### src/rtl/mem_access_unit_pkg.sv
// Shared types and bus-geometry helpers for the load/store engine.
package mem_access_unit_pkg;

    typedef enum logic [1:0] {
        MSZ_B = 2'd0,
        MSZ_H = 2'd1,
        MSZ_W = 2'd2,
        MSZ_D = 2'd3
    } mem_size_t;

    typedef enum logic [1:0] {
        IDLE  = 2'd0,
        BEAT0 = 2'd1,
        BEAT1 = 2'd2,
        DONE  = 2'd3
    } mem_state_t;

    function automatic int bus_bytes(int xlen);
        return xlen / 8;
    endfunction

    function automatic int bus_ofs(int xlen);
        return $clog2(xlen / 8);
    endfunction

endpackage

### src/rtl/mem_access_unit_align.sv
// Combinational beat generation (address/size/strobe/lane data) and
// read-data merge with sign/zero extension.
module mem_align_unit
    import mem_access_unit_pkg::*;
#(
    parameter int XLEN = 64
) (
    input  logic [XLEN-1:0]           addr_i,
    input  logic [1:0]                size_i,
    input  logic [XLEN-1:0]           wdata_i,
    input  logic                      beat_i,
    input  logic [XLEN-1:0]           rlo_i,
    input  logic [XLEN-1:0]           rhi_i,
    input  logic                      unsigned_i,
    output logic                      aligned_o,
    output logic                      cross_o,
    output logic [XLEN-1:0]           baddr_o,
    output logic [2:0]                bsize_o,
    output logic [XLEN/8-1:0]         bstrobe_o,
    output logic [XLEN-1:0]           bdata_o,
    output logic [XLEN-1:0]           rdata_o
);
    localparam int BUS_BYTES = bus_bytes(XLEN);
    localparam int OFS       = bus_ofs(XLEN);

    logic [OFS-1:0]           off;
    logic [3:0]               nbytes;
    logic [2*BUS_BYTES-1:0]   mask_w, strb_w;
    logic [2*XLEN-1:0]        data_w, cat_w;
    logic [XLEN-1:0]          base, sval, keep, topbit;
    logic                     sgn;

    assign off       = addr_i[OFS-1:0];
    assign nbytes    = 4'd1 << size_i;
    assign aligned_o = (addr_i[2:0] & 3'(nbytes - 4'd1)) == 3'd0;
    assign cross_o   = ({1'b0, nbytes} + 5'(off)) > 5'(BUS_BYTES);

    // Shifting into a double-width window yields both beats at once:
    // the low half is beat 0, the spill-over high half is beat 1.
    assign mask_w = (2*BUS_BYTES)'((16'd1 << nbytes) - 16'd1);
    assign strb_w = mask_w << off;
    assign data_w = {{XLEN{1'b0}}, wdata_i} << {off, 3'b000};
    assign base   = {addr_i[XLEN-1:OFS], {OFS{1'b0}}};

    always_comb begin
        baddr_o   = base;
        bsize_o   = 3'(OFS);
        bstrobe_o = strb_w[BUS_BYTES-1:0];
        bdata_o   = data_w[XLEN-1:0];
        if (beat_i) begin
            baddr_o   = base + XLEN'(BUS_BYTES);
            bstrobe_o = strb_w[2*BUS_BYTES-1:BUS_BYTES];
            bdata_o   = data_w[2*XLEN-1:XLEN];
        end else if (aligned_o) begin
            baddr_o = addr_i;
            bsize_o = {1'b0, size_i};
        end
    end

    // A shift by the full width gives zero, so a dword keep-mask becomes all ones.
    assign cat_w   = {rhi_i, rlo_i} >> {off, 3'b000};
    assign sval    = cat_w[XLEN-1:0];
    assign keep    = (XLEN'(1) << {nbytes, 3'b000}) - XLEN'(1);
    assign topbit  = keep ^ (keep >> 1);
    assign sgn     = |(sval & topbit);
    assign rdata_o = (sval & keep) | ((sgn && !unsigned_i) ? ~keep : '0);

endmodule

### src/rtl/mem_access_unit.sv
// Load/store engine: accepts one access, drives one or two bus beats and
// reports a merged/extended load result, store completion or misalignment trap.
module mem_access_unit
    import mem_access_unit_pkg::*;
#(
    parameter int XLEN             = 64,
    parameter bit SPLIT_MISALIGNED = 1'b1
) (
    input  logic                 clk,
    input  logic                 rst,
    input  logic                 in_valid,
    output logic                 in_ready,
    input  logic                 in_kill,
    input  logic                 in_write,
    input  logic [XLEN-1:0]      in_addr,
    input  logic [1:0]           in_size,
    input  logic                 in_unsigned,
    input  logic [XLEN-1:0]      in_wdata,
    output logic                 dreq_valid,
    output logic [XLEN-1:0]      dreq_addr,
    output logic [2:0]           dreq_size,
    output logic [XLEN/8-1:0]    dreq_strobe,
    output logic [XLEN-1:0]      dreq_data,
    input  logic                 dresp_addr_ok,
    input  logic                 dresp_data_ok,
    input  logic [XLEN-1:0]      dresp_data,
    output logic                 out_valid,
    output logic [XLEN-1:0]      out_rdata,
    output logic                 out_misaligned,
    output logic                 out_is_store
);
    localparam int BUS_BYTES = bus_bytes(XLEN);

    mem_state_t             state_q;
    mem_size_t              size_q;
    logic [XLEN-1:0]        addr_q, wdata_q, rdata0_q, out_rdata_q;
    logic                   write_q, unsigned_q, cross_q, killed_q;
    logic                   dreq_valid_q, out_mis_q, out_st_q;
    logic [XLEN-1:0]        dreq_addr_q, dreq_data_q;
    logic [2:0]             dreq_size_q;
    logic [BUS_BYTES-1:0]   dreq_strobe_q;

    logic                   idle, accept, bus_hs, kill_now;
    logic [XLEN-1:0]        a_addr, a_wdata, a_rlo;
    logic [1:0]             a_size;
    logic                   al_aligned, al_cross;
    logic [XLEN-1:0]        al_baddr, al_bdata, al_rdata;
    logic [2:0]             al_bsize;
    logic [BUS_BYTES-1:0]   al_bstrobe;

    assign idle     = (state_q == IDLE);
    assign in_ready = idle && !in_kill;
    assign accept   = in_valid && in_ready;
    assign bus_hs   = dreq_valid_q && dresp_addr_ok && dresp_data_ok;
    assign kill_now = killed_q || in_kill;

    // Before acceptance the request fields are not yet latched, so look at the inputs.
    assign a_addr  = idle ? in_addr  : addr_q;
    assign a_size  = idle ? in_size  : size_q;
    assign a_wdata = idle ? in_wdata : wdata_q;
    assign a_rlo   = (state_q == BEAT1) ? rdata0_q : dresp_data;

    mem_align_unit #(.XLEN(XLEN)) u_align (
        .addr_i     (a_addr),
        .size_i     (a_size),
        .wdata_i    (a_wdata),
        .beat_i     (state_q == BEAT1),
        .rlo_i      (a_rlo),
        .rhi_i      (dresp_data),
        .unsigned_i (unsigned_q),
        .aligned_o  (al_aligned),
        .cross_o    (al_cross),
        .baddr_o    (al_baddr),
        .bsize_o    (al_bsize),
        .bstrobe_o  (al_bstrobe),
        .bdata_o    (al_bdata),
        .rdata_o    (al_rdata)
    );

    always_ff @(posedge clk or posedge rst) begin
        if (rst) begin
            state_q       <= IDLE;
            size_q        <= MSZ_B;
            addr_q        <= '0;
            wdata_q       <= '0;
            rdata0_q      <= '0;
            write_q       <= 1'b0;
            unsigned_q    <= 1'b0;
            cross_q       <= 1'b0;
            killed_q      <= 1'b0;
            dreq_valid_q  <= 1'b0;
            dreq_addr_q   <= '0;
            dreq_size_q   <= '0;
            dreq_strobe_q <= '0;
            dreq_data_q   <= '0;
            out_rdata_q   <= '0;
            out_mis_q     <= 1'b0;
            out_st_q      <= 1'b0;
        end else begin
            case (state_q)
                IDLE: if (accept) begin
                    addr_q     <= in_addr;
                    size_q     <= mem_size_t'(in_size);
                    wdata_q    <= in_wdata;
                    write_q    <= in_write;
                    unsigned_q <= in_unsigned;
                    cross_q    <= al_cross;
                    killed_q   <= 1'b0;
                    if (!al_aligned && !SPLIT_MISALIGNED) begin
                        state_q     <= DONE;
                        out_mis_q   <= 1'b1;
                        out_st_q    <= in_write;
                        out_rdata_q <= '0;
                    end else begin
                        state_q       <= BEAT0;
                        dreq_valid_q  <= 1'b1;
                        dreq_addr_q   <= al_baddr;
                        dreq_size_q   <= al_bsize;
                        dreq_strobe_q <= in_write ? al_bstrobe : '0;
                        dreq_data_q   <= in_write ? al_bdata : '0;
                    end
                end
                BEAT0: begin
                    if (in_kill) killed_q <= 1'b1;
                    if (bus_hs) begin
                        dreq_valid_q <= 1'b0;
                        rdata0_q     <= dresp_data;
                        if (kill_now) begin
                            state_q <= IDLE;
                        end else if (cross_q) begin
                            state_q <= BEAT1;
                        end else begin
                            state_q     <= DONE;
                            out_mis_q   <= 1'b0;
                            out_st_q    <= write_q;
                            out_rdata_q <= write_q ? '0 : al_rdata;
                        end
                    end
                end
                BEAT1: begin
                    // First cycle here is the mandatory bus gap; the second beat is raised after it.
                    if (!dreq_valid_q) begin
                        if (kill_now) begin
                            state_q <= IDLE;
                        end else begin
                            dreq_valid_q  <= 1'b1;
                            dreq_addr_q   <= al_baddr;
                            dreq_size_q   <= al_bsize;
                            dreq_strobe_q <= write_q ? al_bstrobe : '0;
                            dreq_data_q   <= write_q ? al_bdata : '0;
                        end
                    end else begin
                        if (in_kill) killed_q <= 1'b1;
                        if (bus_hs) begin
                            dreq_valid_q <= 1'b0;
                            if (kill_now) begin
                                state_q <= IDLE;
                            end else begin
                                state_q     <= DONE;
                                out_mis_q   <= 1'b0;
                                out_st_q    <= write_q;
                                out_rdata_q <= write_q ? '0 : al_rdata;
                            end
                        end
                    end
                end
                DONE:    state_q <= IDLE;
                default: state_q <= IDLE;
            endcase
        end
    end

    assign dreq_valid     = dreq_valid_q;
    assign dreq_addr      = dreq_addr_q;
    assign dreq_size      = dreq_size_q;
    assign dreq_strobe    = dreq_strobe_q;
    assign dreq_data      = dreq_data_q;
    assign out_valid      = (state_q == DONE) && !in_kill;
    assign out_rdata      = out_rdata_q;
    assign out_misaligned = out_mis_q;
    assign out_is_store   = out_st_q;

endmodule

### config.mk
export PLATFORM = sky130hd
export DESIGN_NAME = mem_access_unit
export DESIGN_NICKNAME = d
export VERILOG_FILES = /design/src/rtl/mem_access_unit_pkg.sv /design/src/rtl/mem_access_unit_align.sv /design/src/rtl/mem_access_unit.sv
export SDC_FILE = /design/constraint.sdc
export NUM_CORES = 1
export LEC_CHECK = 0
export ABC_AREA = 1
export CAP_MARGIN = 20
export CORE_UTILIZATION = 30
export CTS_CLUSTER_SIZE = 25
export DETAILED_ROUTE_END_ITERATION = 16
export PLACE_DENSITY = 0.54
export SLEW_MARGIN = 25
export SYNTH_ARGS = -nofsm -noshare
export SYNTH_HDL_FRONTEND = slang
export SYNTH_SLANG_ARGS = --single-unit
export TNS_END_PERCENT = 10
### constraint.sdc
create_clock -name clk -period 19.5 [get_ports clk]
set_input_delay 5.85 -clock clk [delete_from_list [all_inputs] [get_ports clk]]
set_output_delay 5.85 -clock clk [all_outputs]
set_load 0.01 [all_outputs]
* Yosys cells after proc, flatten, opt, wreduce, memory -nomap -nowiden
Index checks and enable logic that the tools add are counted.
Storage, ports and cells: logic and storage cells 142, register bits 406, output and inout bits 208
Operators by class: add/sub/neg operators 5, equality and inequality tests 13, magnitude comparators 1, multiplexer cells 72, reductions and logical operators 22, bitwise logic cells 6, shift-type cells 6
Operator list (number):
- $mux W64 | 21
- $pmux W64 S2 | 3
- $and A64 B64 Y64 | 2
- $shl A64 B6 Y128 | 1
- $shr A128 B6 Y64 | 1
- $add A64 B4 Y64 const B | 1
- $not A64 Y64 | 1
- $or A64 B64 Y64 | 1
- $reduce_or A64 Y1 | 1
- $shl A1 B7 Y64 const A | 1
- $sub A64 B2 Y64 const B | 1
- $xor A64 B63 Y64 | 1
- $mux W8 | 6
- $mux W1 | 21
- $mux W2 | 10
- $pmux W8 S2 | 1
- $shl A1 B4 Y16 const A | 1
- $shl A16 B3 Y16 | 1
- $sub A16 B1 Y16 const B | 1
- $ne A2 B2 Y1 const B | 7
- $mux W3 | 4
- $pmux W2 S4 | 1
- $reduce_and A4 Y1 | 2
- $reduce_and A7 Y1 | 1
- other kinds (21) | 34

* Logic depth before layout (Yosys ltp)
word-level depth 16, depth in mapped cells 19

* Modules after synthesis
A second synthesis with hierarchy kept.
Second synthesis, totals: cell total of the unflattened synthesis 4192, area, all modules 27014.7 um^2
By module, submodules not included:
- mem_access_unit | area an instance 19110.8 um^2, times used 1, seq. area each 10134.7 um^2, cells each 2508
- mem_align_unit | area an instance 7903.8 um^2, times used 1, seq. area each 0.0 um^2, cells each 1684

* Least setup slack after synthesis
OpenSTA, ideal clock, no wires.
kind input port to output port, start input in_kill, end output in_ready, cell stages on the path 1, data arrival time 6.019 ns, path slack 7.631 ns, buffers on the path 0, path through nor2_1
On the way: word-level cells in the longest chain between the ends 2
Ends and longest elaborated chain:
- start: declaration | line mem_access_unit.sv:13 | input logic in_kill,
- $logic_not A1 Y1 | line mem_access_unit.sv:52 | assign in_ready = idle && !in_kill;
- $logic_and A1 B1 Y1 | line mem_access_unit.sv:52
- end: declaration | line mem_access_unit.sv:12 | output logic in_ready,
Every way passes these cells.

* Worst setup path in the final report
Same ends and word-level chain as after synthesis.

==> results.yml <==
cts:
  post_cts_resized: 0
  cts_made_buffers: 48
  clock_latency_ns: 0.62
  path_clk_slew_ns: 0.05
  clock_sinks: 404
  cts_setup_buffers: 0
  holdBufCountCts: 0
  cts_tree: "done"
  clockBufferDepth: 3
  htree_levels: 2
  ctsRootBufferMaster: "clkbuf_16"
synthesis:
  async_reset_ff_share_pct: 100
  yosys_warnings: 0
  synth-edff-count: 0
  synth.avg_cell_area_um2: 6.75
  ys_seq_elements: 404
  synth_flop_cell: "dfrtp_1"
  seq_area_frac_synth_pct: 39.2
  syn_inst: 3821
  synth_cell_types: 61
  synthTopCellsByArea: "dfrtp_1, nand2_1, o21ai_0"
  syn_area_mm2: 0.0258
  netlist.area_leader.share_pct: 39.2
  synth_top_cell_by_area: "dfrtp_1"
run:
  drv_cap: 0
timing:
  fin_crit_sh_pct: 65.7
  rsz0062_at_grt: "false"
  fin_skew_ns: 0.0437
  fmax_mhz: 78.0
  hold_viol: 0
  tightest_slew_ns: 1.05
  setup_viol: 0
  final_max_slew_viol_count: 0
  final.setup.tns_ns: 0
  period_minus_slack_ns: 12.82
  maxSlewHeadroom_pct: 28.9
drt:
  ant_nets: 0
  dr.first_iter.drc_count: 2289
  vias_per_cell: 4.93
  wl_per_cell_um: 19.4
  vias: 25900
  dr.pass1.iters: 6
  wirelength_mm: 102
  drc: 0
floorplan:
  die_area_mm2: 0.0872
  rows: 107
  initial_core_util_pct: 30.3
  ios: 410
  die_h_um: 295
  core_mm2: 0.0851
  die_x_um: 295
final_layout:
  syn_to_final_growth_pct: 24.3
  drive_gt1_share_pct: 5.98
  final_cell_mix: "nand2_1, o21ai_0, clkdlybuf4s50_1"
  fillers: 9110
  nNetsFinal: 4287
  utilization_pct: 37.7
  layout_commonest_cell: "nand2_1"
worst_setup_path:
  crit_type: "in -> out"
  cp.arrival_ns: 6.97
  cp-end-kind: "primary output"
  slowest_stage: "clkdlybuf4s50_1"
  crit_top_cell: "clkdlybuf4s50_1"
  crit_chain: "clkdlybuf4s50_1 -> nor2_1 -> clkdlybuf4s50_1"
  critical_path.top_delay_family: "buffers and inverters"
  cp.required_ns: 13.65
  slowest_delay_ns: 0.55
  crit_fanout: 3
  critical_path_buf_inv_count: 2
  cp-start-kind: "input pin"
global_routing:
  grt_use_total_pct: 23.0
  grt_pass1_vias: 24000
  grt.overflow.total: 0
  grt_first_pass_wirelength_mm: 152
  grt_max_degree: 123
  grt_antenna_before_repair: 7
place:
  numPortBuffers: 407
  gp_congestion: 0.897
  dpl.hpwl_mm: 74.5
min_path:
  min_path_type: "reg -> reg"
power_and_ir_drop:
  leakage_uw: 0.0146
  power_density_mw_per_mm2: 188
  ir_drop_mv: 0.0940
run_status:
  status: "completed"
-- tightest hold or removal path: stages, from the launching register on --
cell	delay, ns
dfrtp_1	0.34
nand2_1	0.05
nand2_1	0.06
-- kinds of logic after synthesis --
family                   Yosys count  synth area share, %
AND/OR/NAND/NOR                 1778                 28.2
AO/OA/AOI/OAI                    940                 20.1
buffers and inverters            654                 10.8
flip-flops                       404                 39.2
XOR/XNOR                          29                0.984
adder cells (fa/ha/maj)           11                0.562
multiplexers                       4                0.160
other                              1               0.0145
-- worst paths after layout --
path,start,to,slack [ns],cells after the start
setup / recovery,in_kill,in_ready,6.68,3
hold / removal,out_rdata[51]$_DFFE_PP0P_,out_rdata[51]$_DFFE_PP0P_,0.48,2
setup reg to reg,state_q[0]$_DFFE_PP0P_,dreq_data[34]$_DFFE_PP0P_,14.43,13
hold reg to reg,out_rdata[51]$_DFFE_PP0P_,out_rdata[51]$_DFFE_PP0P_,0.48,2
max in group asynchronous,rst,wdata_q[12]$_DFFE_PP0P_,11.47,4
min in group asynchronous,rst,out_rdata[17]$_DFFE_PP0P_,5.76,2
-- cells in the mapped netlist (5+ instances only) --
master     instances
buf_1             13
nor2_1           174
or2_2              5
a31oi_1           16
dfrtp_1          404
buf_4             15
nor2_4            10
clkinv_1           5
nor3_2             7
o21ai_1           40
nand2_2           16
inv_2             11
o21ai_2           40
o22a_1             6
xor2_1            29
a211oi_1           9
nand4_1           18
o211ai_1          13
a21oi_1           74
buf_2             79
nand3b_1           5
ha_1              10
nor2_2            18
o221ai_1           7
nand3_1          164
nand2_1         1326
o21a_1             5
o21ai_0          651
buf_6             15
o31ai_1            8
a2bb2oi_1          7
nor3_1            18
inv_1            396
o2111ai_1          8
o22ai_1           38
clkbuf_1         115
-- flip-flops by register name, summed over array words and instances, names as in the netlist --
signal,flops
unsigned_q,1
size_q,2
dreq_strobe,8
cross_q,1
killed_q,1
dreq_addr,64
dreq_size,2
addr_q,64
out_is_store,1
dreq_valid,1
dreq_data,64
rdata0_q,64
wdata_q,64
write_q,1
state_q,2
out_rdata,64
-- area by class of cell --
type | instances | area (µm²) | share of cell area (%)
tap | 1144 | 1430 | 4.46
multi-input combinational | 2764 | 13000 | 40.6
clock buffer | 69 | 1410 | 4.40
sequential | 404 | 10100 | 31.5
antenna | 4 | 10.0 | 0.0312
inverter | 413 | 1560 | 4.87
clock inverter | 18 | 198 | 0.616
timing repair buffer | 443 | 4350 | 13.6
-- metrics by stage --
stage / area (µm²) / hold WS [ns] / power [µW] / setup slack (ns) / std cells
after global routing: 32100 / 0.496 / 6530 / 6.63 / 5258
after floorplan: 25800 / 0.433 / 3810 / 2.41 / 3822
final: 32100 / 0.476 / 6020 / 6.68 / 5259
after detailed placement: 30500 / 0.464 / 5070 / 6.67 / 5168
after global placement: 30500 / 0.453 / 5050 / 6.67 / 5168
after CTS: 32100 / 0.481 / 6030 / 6.67 / 5255
-- routing by layer --
layer	track usage [%]	routed length, µm	share of wire [%]
met2	36.6	46500	46
met5	0	37	0.036
met4	7.13	3030	3.0
met3	5.19	8530	8.4
met1	30.7	44000	43
-- power breakdown --
group          leakage [µW]  internal (µW)  switching (µW)
combinational       0.00873           1180            2480
sequential          0.00504           1230             206
clock              0.000804            542             389
Power figures use the tool's default switching activity.
